[config.mk]
export PLATFORM = sky130hd
export DESIGN_NAME = button_conditioner
export DESIGN_NICKNAME = d
export VERILOG_FILES = /design/src/rtl/button_conditioner.sv
export SDC_FILE = /design/constraint.sdc
export NUM_CORES = 1
export LEC_CHECK = 0
export BUFFER_PORTS_ARGS = -buffer_cell sky130_fd_sc_hd__buf_2
export CELL_PAD_IN_SITES_DETAIL_PLACEMENT = 1
export CELL_PAD_IN_SITES_GLOBAL_PLACEMENT = 1
export CORE_MARGIN = 3
export CORE_UTILIZATION = 40
export CTS_BUF_LIST = sky130_fd_sc_hd__clkbuf_8
export DETAILED_ROUTE_END_ITERATION = 8
export PLACE_DENSITY = 0.7
export SLEW_MARGIN = 30
export SYNTH_ARGS = -nofsm -noshare
export SYNTH_HDL_FRONTEND = slang
export SYNTH_SLANG_ARGS = --single-unit
export TNS_END_PERCENT = 1
[constraint.sdc]
create_clock -name pixel_clk -period 3.4 [get_ports pixel_clk]
set_clock_uncertainty 0.15 [all_clocks]
set_input_delay 0.34 -clock pixel_clk [delete_from_list [all_inputs] [get_ports pixel_clk]]
set_output_delay 0.34 -clock pixel_clk [all_outputs]
set_load 0.05 [all_outputs]
[src/rtl/button_conditioner.sv]
// button_conditioner: two-flop sync, per-bit debounce and press pulses for C/U/D/R/L.
// Define BTN_AUTOREPEAT_EN to add held-button autorepeat pulses.
module button_conditioner #(
   parameter int unsigned DEBOUNCE_CYCLES = 360000,
   parameter int unsigned REPEAT_DELAY    = 18000000,
   parameter int unsigned REPEAT_PERIOD   = 3600000
) (
   input  logic       pixel_clk,
   input  logic       rst,
   input  logic [4:0] btn_raw,
   output logic [4:0] btn_level,
   output logic [4:0] btn_press
);
   localparam int unsigned NB = 5;
   localparam logic [19:0] DB_LAST = 20'(DEBOUNCE_CYCLES - 1);

   if (DEBOUNCE_CYCLES < 1 || DEBOUNCE_CYCLES > 1048575 ||
       REPEAT_DELAY < 1 || REPEAT_PERIOD < 1 ||
       REPEAT_DELAY + REPEAT_PERIOD > 33554431) begin : g_bad_param
      $error("button_conditioner: parameter out of range");
   end

   logic [NB-1:0] sync1;
   logic [NB-1:0] sync2;

   always_ff @(posedge pixel_clk or posedge rst) begin
      if (rst) begin
         sync1 <= '0;
         sync2 <= '0;
      end else begin
         sync1 <= btn_raw;
         sync2 <= sync1;
      end
   end

   for (genvar i = 0; i < NB; i++) begin : g_bit
      logic [19:0] cnt;
      logic        lvl_q;
      logic        press_q;
      logic        diff;
      logic        done;
      logic        rise;
      logic        pulse;

      assign diff = sync2[i] ^ lvl_q;
      // counter is about to reach DEBOUNCE_CYCLES on this edge
      assign done = diff && (cnt == DB_LAST);
      assign rise = done && sync2[i];

      always_ff @(posedge pixel_clk or posedge rst) begin
         if (rst) begin
            cnt <= '0;
         end else if (!diff || done) begin
            cnt <= '0;
         end else begin
            cnt <= cnt + 20'd1;
         end
      end

      always_ff @(posedge pixel_clk or posedge rst) begin
         if (rst) begin
            lvl_q <= 1'b0;
         end else if (done) begin
            lvl_q <= sync2[i];
         end
      end

`ifdef BTN_AUTOREPEAT_EN
      localparam logic [24:0] RPT_FIRST = 25'(REPEAT_DELAY);
      localparam logic [24:0] RPT_WRAP  = 25'(REPEAT_DELAY + REPEAT_PERIOD);

      logic [24:0] rpt;
      logic [24:0] rpt_inc;
      logic        rpt_hit;

      assign rpt_inc = rpt + 25'd1;
      // once past the first repeat, fold back to REPEAT_DELAY every period
      assign rpt_hit = lvl_q && !done &&
                       ((rpt_inc == RPT_FIRST) || (rpt_inc == RPT_WRAP));

      always_ff @(posedge pixel_clk or posedge rst) begin
         if (rst) begin
            rpt <= '0;
         end else if (done || !lvl_q) begin
            rpt <= '0;
         end else if (rpt_inc == RPT_WRAP) begin
            rpt <= RPT_FIRST;
         end else begin
            rpt <= rpt_inc;
         end
      end

      assign pulse = rise || rpt_hit;
`else
      assign pulse = rise;
`endif

      always_ff @(posedge pixel_clk or posedge rst) begin
         if (rst) begin
            press_q <= 1'b0;
         end else begin
            press_q <= pulse;
         end
      end

      assign btn_level[i] = lvl_q;
      assign btn_press[i] = press_q;
   end

endmodule

Yosys cells after proc, flatten, opt, wreduce, memory -nomap -nowiden --
Index checks and enable logic that the tools add are counted.
Word-level totals: bits in registers 120, output and inout bits 10
Cells by class: add/subtract/negate cells 5, equality and inequality tests 5, muxes and demuxes 5, bitwise gates (word level) 5, reductions and logical operators 20
Operators by type and width (count):
- $add A20 B1 Y20 const B | 5
- $eq A20 B19 Y1 const B | 5
- $mux W20 | 5
- $logic_and A1 B1 Y1 | 10
- $logic_not A1 Y1 | 5
- $logic_or A1 B1 Y1 | 5
- $xor A1 B1 Y1 | 5

Depth between registers and ports, before layout --
Gate-level depths: netlist of run 1.
depth after elaboration 4, depth in mapped cells 6, depth with buffers taken out 5

Worst setup path after synthesis of run 1 --
No wires, ideal clock.
path type reg-to-reg, start reg g_bit[4].cnt[15], end reg g_bit[4].lvl_q, arrival time 1945 ps, data required time 3125 ps, slack 1180 ps, cell stages (with the launch flop) 5, cells stage by stage dfrtp_1 > or4b_1 > or4_4 > or2_4 > mux2_4
On the way: word-level cells in the longest chain between the ends 2
Ends and longest elaborated chain:
- from (decl) | line 37 | logic [19:0] cnt;
- from (signal assigned) | line 56 | cnt <= cnt + 20'd1;
- $eq A20 B19 Y1 | line 47 | assign done = diff && (cnt == DB_LAST);
- $logic_and A1 B1 Y1 | line 47
- to (signal assigned) | line 64 | lvl_q <= sync2[i];
- to (decl) | line 38 | logic lvl_q;
Every way passes these cells. A chain may end at the register's enable or synchronous reset.

Final worst setup path of run 1 --
start reg g_bit[4].cnt[15], end reg g_bit[4].cnt[4]
On the way: word-level cells in the longest chain between the ends 4
Ends and longest elaborated chain:
- $eq A20 B19 Y1 | line 47
- $logic_and A1 B1 Y1 | line 47
- $logic_or A1 B1 Y1 | line 53 | end else if (!diff || done) begin
- $mux W20 | line 53
Every way passes these cells.

==> impl_metrics.tcl, run 1 <==
set metrics [dict create \
    outcome "completed" \
    clk-insertion-delay-late_ps 440 \
    yosysSeqAreaShare_pct 52.5 \
    max-slew-margin-rel_pct 42.6 \
    setup_viol 0 \
    grt_usage_pct 16.7 \
    grt_max_degree 121 \
    route.vias.total 4239 \
    period_needed_ps 2510 \
    path_clk_slew_ps 70 \
    path_max_fanout 17 \
    place_ws_ps 883 \
    core-area_mm2 0.0139 \
    final_cell_mix "dfrtp_1, nor2_1, nand3_1" \
    synth.top_cell.area_share_pct 52.5 \
    area_growth_pct 11.4 \
    grt_pass1_vias 4407 \
    critPathSlowestCell "o21ai_2" \
    fin_ws_ps 894 \
    first_pass_iters 4 \
    dp_hpwl_um 8380 \
    die_area_mm2 0.0158 \
    post-route-period-util_pct 73.7 \
    cts_setup_buffers 0 \
    nFillCells 1535 \
    postSynthCellCount 563 \
    p_leak_nw 2.67 \
    pin_count 17 \
    rows 43 \
    dp.cells 744 \
    initial_core_util_pct 41.0 \
    cts_buffer_depth 2 \
    syn_area_mm2 0.00572 \
    gp_congestion 0.784 \
    slew_viol_final 0 \
    syn_area_per_cell_um2 10.2 \
    worstSetupPathType "register to register" \
    crit_buf_inv 0 \
    placed_cell_area_mm2 0.00596 \
    drive_above_1_share_pct 9.97 \
    layout_commonest_cell "dfrtp_1" \
    wl_per_cell_um 15.6 \
    cts_tree "yes" \
    die_h_um 126 \
    viasPerCell 5.42 \
    synth_top_area_cell "dfrtp_1" \
    cp_top_family "simple AND/OR/NAND/NOR gates" \
    cts_root_buf "clkbuf_8" \
    yosysUniqueCellTypes 40 \
    cp-start-kind "register" \
    critPathMaxStageDelay_ps 600 \
    wl_um 12200 \
    num-nets-final 601 \
    rsz0062_at_grt "no" \
    cts_sinks 120 \
    grt-ovfl-total 0 \
    maxCapViolCount 0 \
    worstPathRequired_ps 3540 \
    post-route-util_pct 45.7 \
    portBuffers 16 \
    die_x_um 126 \
    hold_buffers 6 \
    antenna_cells 0 \
    hold_path_class "register to register" \
    drt_iter0_drc 223 \
    grt_pass1_wl_um 21400 \
    htree_levels 4 \
    hold_viol 0 \
    antenna_found_initial 0 \
    tns_ps 0 \
    tightest_slew_ps 853 \
    endpoint_kind "register" \
    fmax_mhz 399 \
    final_cells 782 \
    synth_nets 575 \
    ant_nets 0 \
    drcViolationCount 0 \
    vdd_drop_max_mv 0.277 \
    synth-seq-cells 120 \
    powerDensity_mw_per_mm2 427 \
    arrival_ps 2640 \
    path_cells "or4b_1 > or4_4 > o21ai_2 > nor2_1" \
    yosys-top-cells-area "dfrtp_1, xor2_1, nor2_1" \
    numCtsBuffers 17 \
    yosys_warnings 0 \
    fin_area_mm2 0.00637 \
    cts.repair.resized 0 \
]
-- Yosys cell counts, drive strengths merged --
cell	count
nand2	25
a21o	1
mux2i	9
and3	15
and4	11
nand4bb	1
a21oi	21
nor4b	3
nor2	82
a2111oi	1
nor3	8
and3b	2
or2	1
o21ai	22
or4b	2
mux2	5
inv	13
nor4bb	2
dfrtp	120
o21bai	1
nor4	22
o221ai	2
or3	15
nand3	37
ha	5
and2	6
clkbuf	9
a211oi	1
a31oi	1
nor3b	6
xor2	36
or4	3
buf	11
xnor2	33
nand4	31
-- worst register-to-register path, stage by stage (launching register included) --
cell     delay [ps]
dfrtp_1         430
or4b_1          540
or4_4           520
o21ai_2         600
nor2_1          120
-- final cells by class --
type | instances | area [µm²] | share of cell area [%]
clock buffer | 19 | 262 | 4.10
inverter | 13 | 52.6 | 0.825
sequential | 120 | 3000 | 47.1
clock inverter | 13 | 90.1 | 1.41
tap | 180 | 225 | 3.53
timing repair buffer | 27 | 190 | 2.99
multi-input combinational | 410 | 2550 | 40.0
-- final timing paths --
path / slack (ps) / from / end / cells after the start
max: 890 / g_bit[4].cnt[15] / g_bit[4].cnt[4] / 4
min: 200 / sync1[4] / sync2[4] / 0
max reg2reg: 890 / g_bit[4].cnt[15] / g_bit[4].cnt[4] / 4
min reg2reg: 200 / sync1[4] / sync2[4] / 0
max in group asynchronous: 2160 / rst / g_bit[0].cnt[11] / 4
min in group asynchronous: 510 / rst / sync2[4] / 4
-- logic make-up after synthesis --
kind of cell / Yosys count / share of synthesized area, %
AOI/OAI and AO/OA: 50 / 4.79
xor gates and xnor gates: 69 / 10.6
adders and majority gates: 5 / 1.09
buffers and inverters: 33 / 2.89
DFF: 120 / 52.5
muxes: 14 / 2.63
and+or+nand+nor: 272 / 25.5
-- state kept, by name, indices dropped and copies added (netlist names) --
register / flops
g_bit.press_q: 5
sync2: 5
g_bit.lvl_q: 5
sync1: 5
g_bit.cnt: 100
-- per-layer routing --
layer / vias to the layer above / part of all wire (%) / GRT usage, %
met4: 0 / 1.7 / 5.74
met2: 43 / 47 / 26.2
met1: 2130 / 49 / 22.3
met5: - / 0 / 0
li1: 2050 / - / -
met3: 16 / 2.8 / 4.57
-- report_power, final --
part	leakage (nW)	total [mW]	switching, mW	internal, mW
Clock	0.196	1.15	0.557	0.595
Combinational	0.834	0.0988	0.0674	0.0314
Sequential	1.64	1.47	0.0231	1.45
-- metrics by stage --
stage,hold WS [ps],power (mW)
5_1_grt,221,2.86
2_1_floorplan,181,1.56
3_3_place_gp,182,1.59
6_report,195,2.72
4_1_cts,195,2.77
3_5_place_dp,188,1.59
Note: power is estimated with default switching activity, not from simulation.
==> inputs of run 2 (changes only) <==
- clock period: 3.4 -> 2.03 ns (I/O delays scaled with it)
==> run 2 against run 1 <==
Effect of this change:
- clock-buffer cell count did not move
- wire length grew 7.9%
- largest cell class unchanged
- cell area rose by 7.3%
- first-iteration DRC count is 21% higher
- critical endpoint is now g_bit[4].lvl_q
- sequential power rose by 67%
- highest routed layer unchanged
- utilization rose by 3.4 points
- clock power grew 110%
- the run now ends with setup timing left
- worst hold slack better by 5.1 ps
==> impl_metrics.tcl, run 2 (same netlist as run 1, synthesis figures left out) <==
set metrics [dict create \
    wl_um 13200 \
    post-route-period-util_pct 109 \
    drcViolationCount 0 \
    violations "setup timing" \
    drive_above_1_share_pct 17.2 \
    critPathMaxStageDelay_ps 520 \
    final_cell_mix "dfrtp_1, nor2_1, buf_4" \
    fin_ws_ps -173 \
    path_max_fanout 4 \
    tightest_slew_ps 517 \
    cts_sinks 120 \
    numCtsBuffers 17 \
    endpoint_kind "register" \
    die_h_um 126 \
    setup_viol 22 \
    fmax_mhz 454 \
    dp.cells 786 \
    gp_congestion 0.801 \
    maxCapViolCount 0 \
    cp_top_family "simple AND/OR/NAND/NOR gates" \
    crit_buf_inv 0 \
    grt_usage_pct 17.7 \
    route.vias.total 4492 \
    path_cells "or4b_1 > or4_4 > or2_4 > mux2_4" \
    viasPerCell 5.44 \
    dp_hpwl_um 9190 \
    hold_viol 0 \
    worstHoldStart "sync1[1]" \
    tns_ps -2450 \
    grt_pass1_wl_um 22900 \
    cts_buffer_depth 2 \
    vdd_drop_max_mv 0.487 \
    post-route-util_pct 49.1 \
    ant_nets 0 \
    grt_max_degree 48 \
    regMostFlops "g_bit.cnt" \
    path_clk_slew_ps 70 \
    cp-start-kind "register" \
    wl_per_cell_um 16.0 \
    rows 43 \
    critPathSlowestCell "or4b_1" \
    rsz0062_at_grt "yes" \
    place_ws_ps -236 \
    critPathLaunch "g_bit[4].cnt[7]" \
    hold_path_class "register to register" \
    initial_core_util_pct 41.0 \
    pin_count 17 \
    outcome "finished with violations" \
    antenna_cells 0 \
    cts_tree "yes" \
    htree_levels 4 \
    first_pass_iters 4 \
    period_needed_ps 2200 \
    slew_viol_final 0 \
    drt_iter0_drc 269 \
    antenna_found_initial 0 \
    num-nets-final 644 \
    reg2reg_from "g_bit[4].cnt[7]" \
    layout_commonest_cell "dfrtp_1" \
    nFillCells 1553 \
    arrival_ps 2380 \
    grt-ovfl-total 0 \
    portBuffers 16 \
    final_cells 825 \
    worstPathRequired_ps 2210 \
    area_growth_pct 19.6 \
    p_leak_nw 2.92 \
    worstSetupPathType "register to register" \
    die_x_um 126 \
    max-slew-margin-rel_pct 65.4 \
    powerDensity_mw_per_mm2 737 \
    die_area_mm2 0.0158 \
    clk-insertion-delay-late_ps 440 \
    grt_pass1_vias 4819 \
    largest_reg_flops 100 \
    core-area_mm2 0.0139 \
    cts_root_buf "clkbuf_8" \
]
run 2: cell types whose count changed in the layout (fill, tap and decap cells not counted), moves of 2 or more:
cell and change:
clkinv_2 -3, clkinvlp_4 +2, bufinv_16 +3, buf_4 +41
inv_1 -3, buf_12 +2
run 2: stage by stage:
stage	total power, mW	instance area, µm²	hold WS [ps]
after CTS	5.11	6810	180
final	5.04	6840	200
after floorplan	2.61	5720	84.4
after detailed placement	2.70	6300	126
after global routing	5.24	6840	215
after global placement	2.69	6300	120
run 2: final timing paths:
check	to	slack, ps	cells past startpoint
max	g_bit[4].lvl_q	-170	4
min	sync2[1]	200	0
max reg2reg	g_bit[4].lvl_q	-170	4
min reg2reg	sync2[1]	200	0
max in group asynchronous	g_bit[1].cnt[13]	910	4
min in group asynchronous	g_bit[0].cnt[6]	210	3
run 2: power by group:
part           switching (mW)  leakage, nW  internal, mW  total, mW
clock network           0.983        0.215          1.39       2.37
logic                   0.125         1.07        0.0776      0.203
registers              0.0363         1.64          2.42       2.46
total                    1.14         2.92          3.89       5.04
run 2: timing repair:
action / CTS / global route
gates resized for setup: 3 / 4
hold buffers: 6 / 0
setup endpoints to repair: 23 / 41
setup buffers: 0 / 1
hold endpoints to repair: 22 / 0
pin swaps: 4 / 0
run 2: final cells by class:
class	instances	area, µm²	share of cell area, %
clock buffer	19	262	3.82
clock inverter	13	178	2.60
tap	180	225	3.29
timing repair buffer	70	538	7.87
sequential	120	3000	43.9
multi-input combinational	410	2580	37.7
inverter	13	52.6	0.768
run 2: layer usage:
metal,share of wire [%],vias up,GRT usage [%]
met5,0,-,0
li1,-,2146,-
met4,1.7,0,7.02
met1,47,2257,23.1
met3,2.9,22,3.97
met2,48,67,28.9
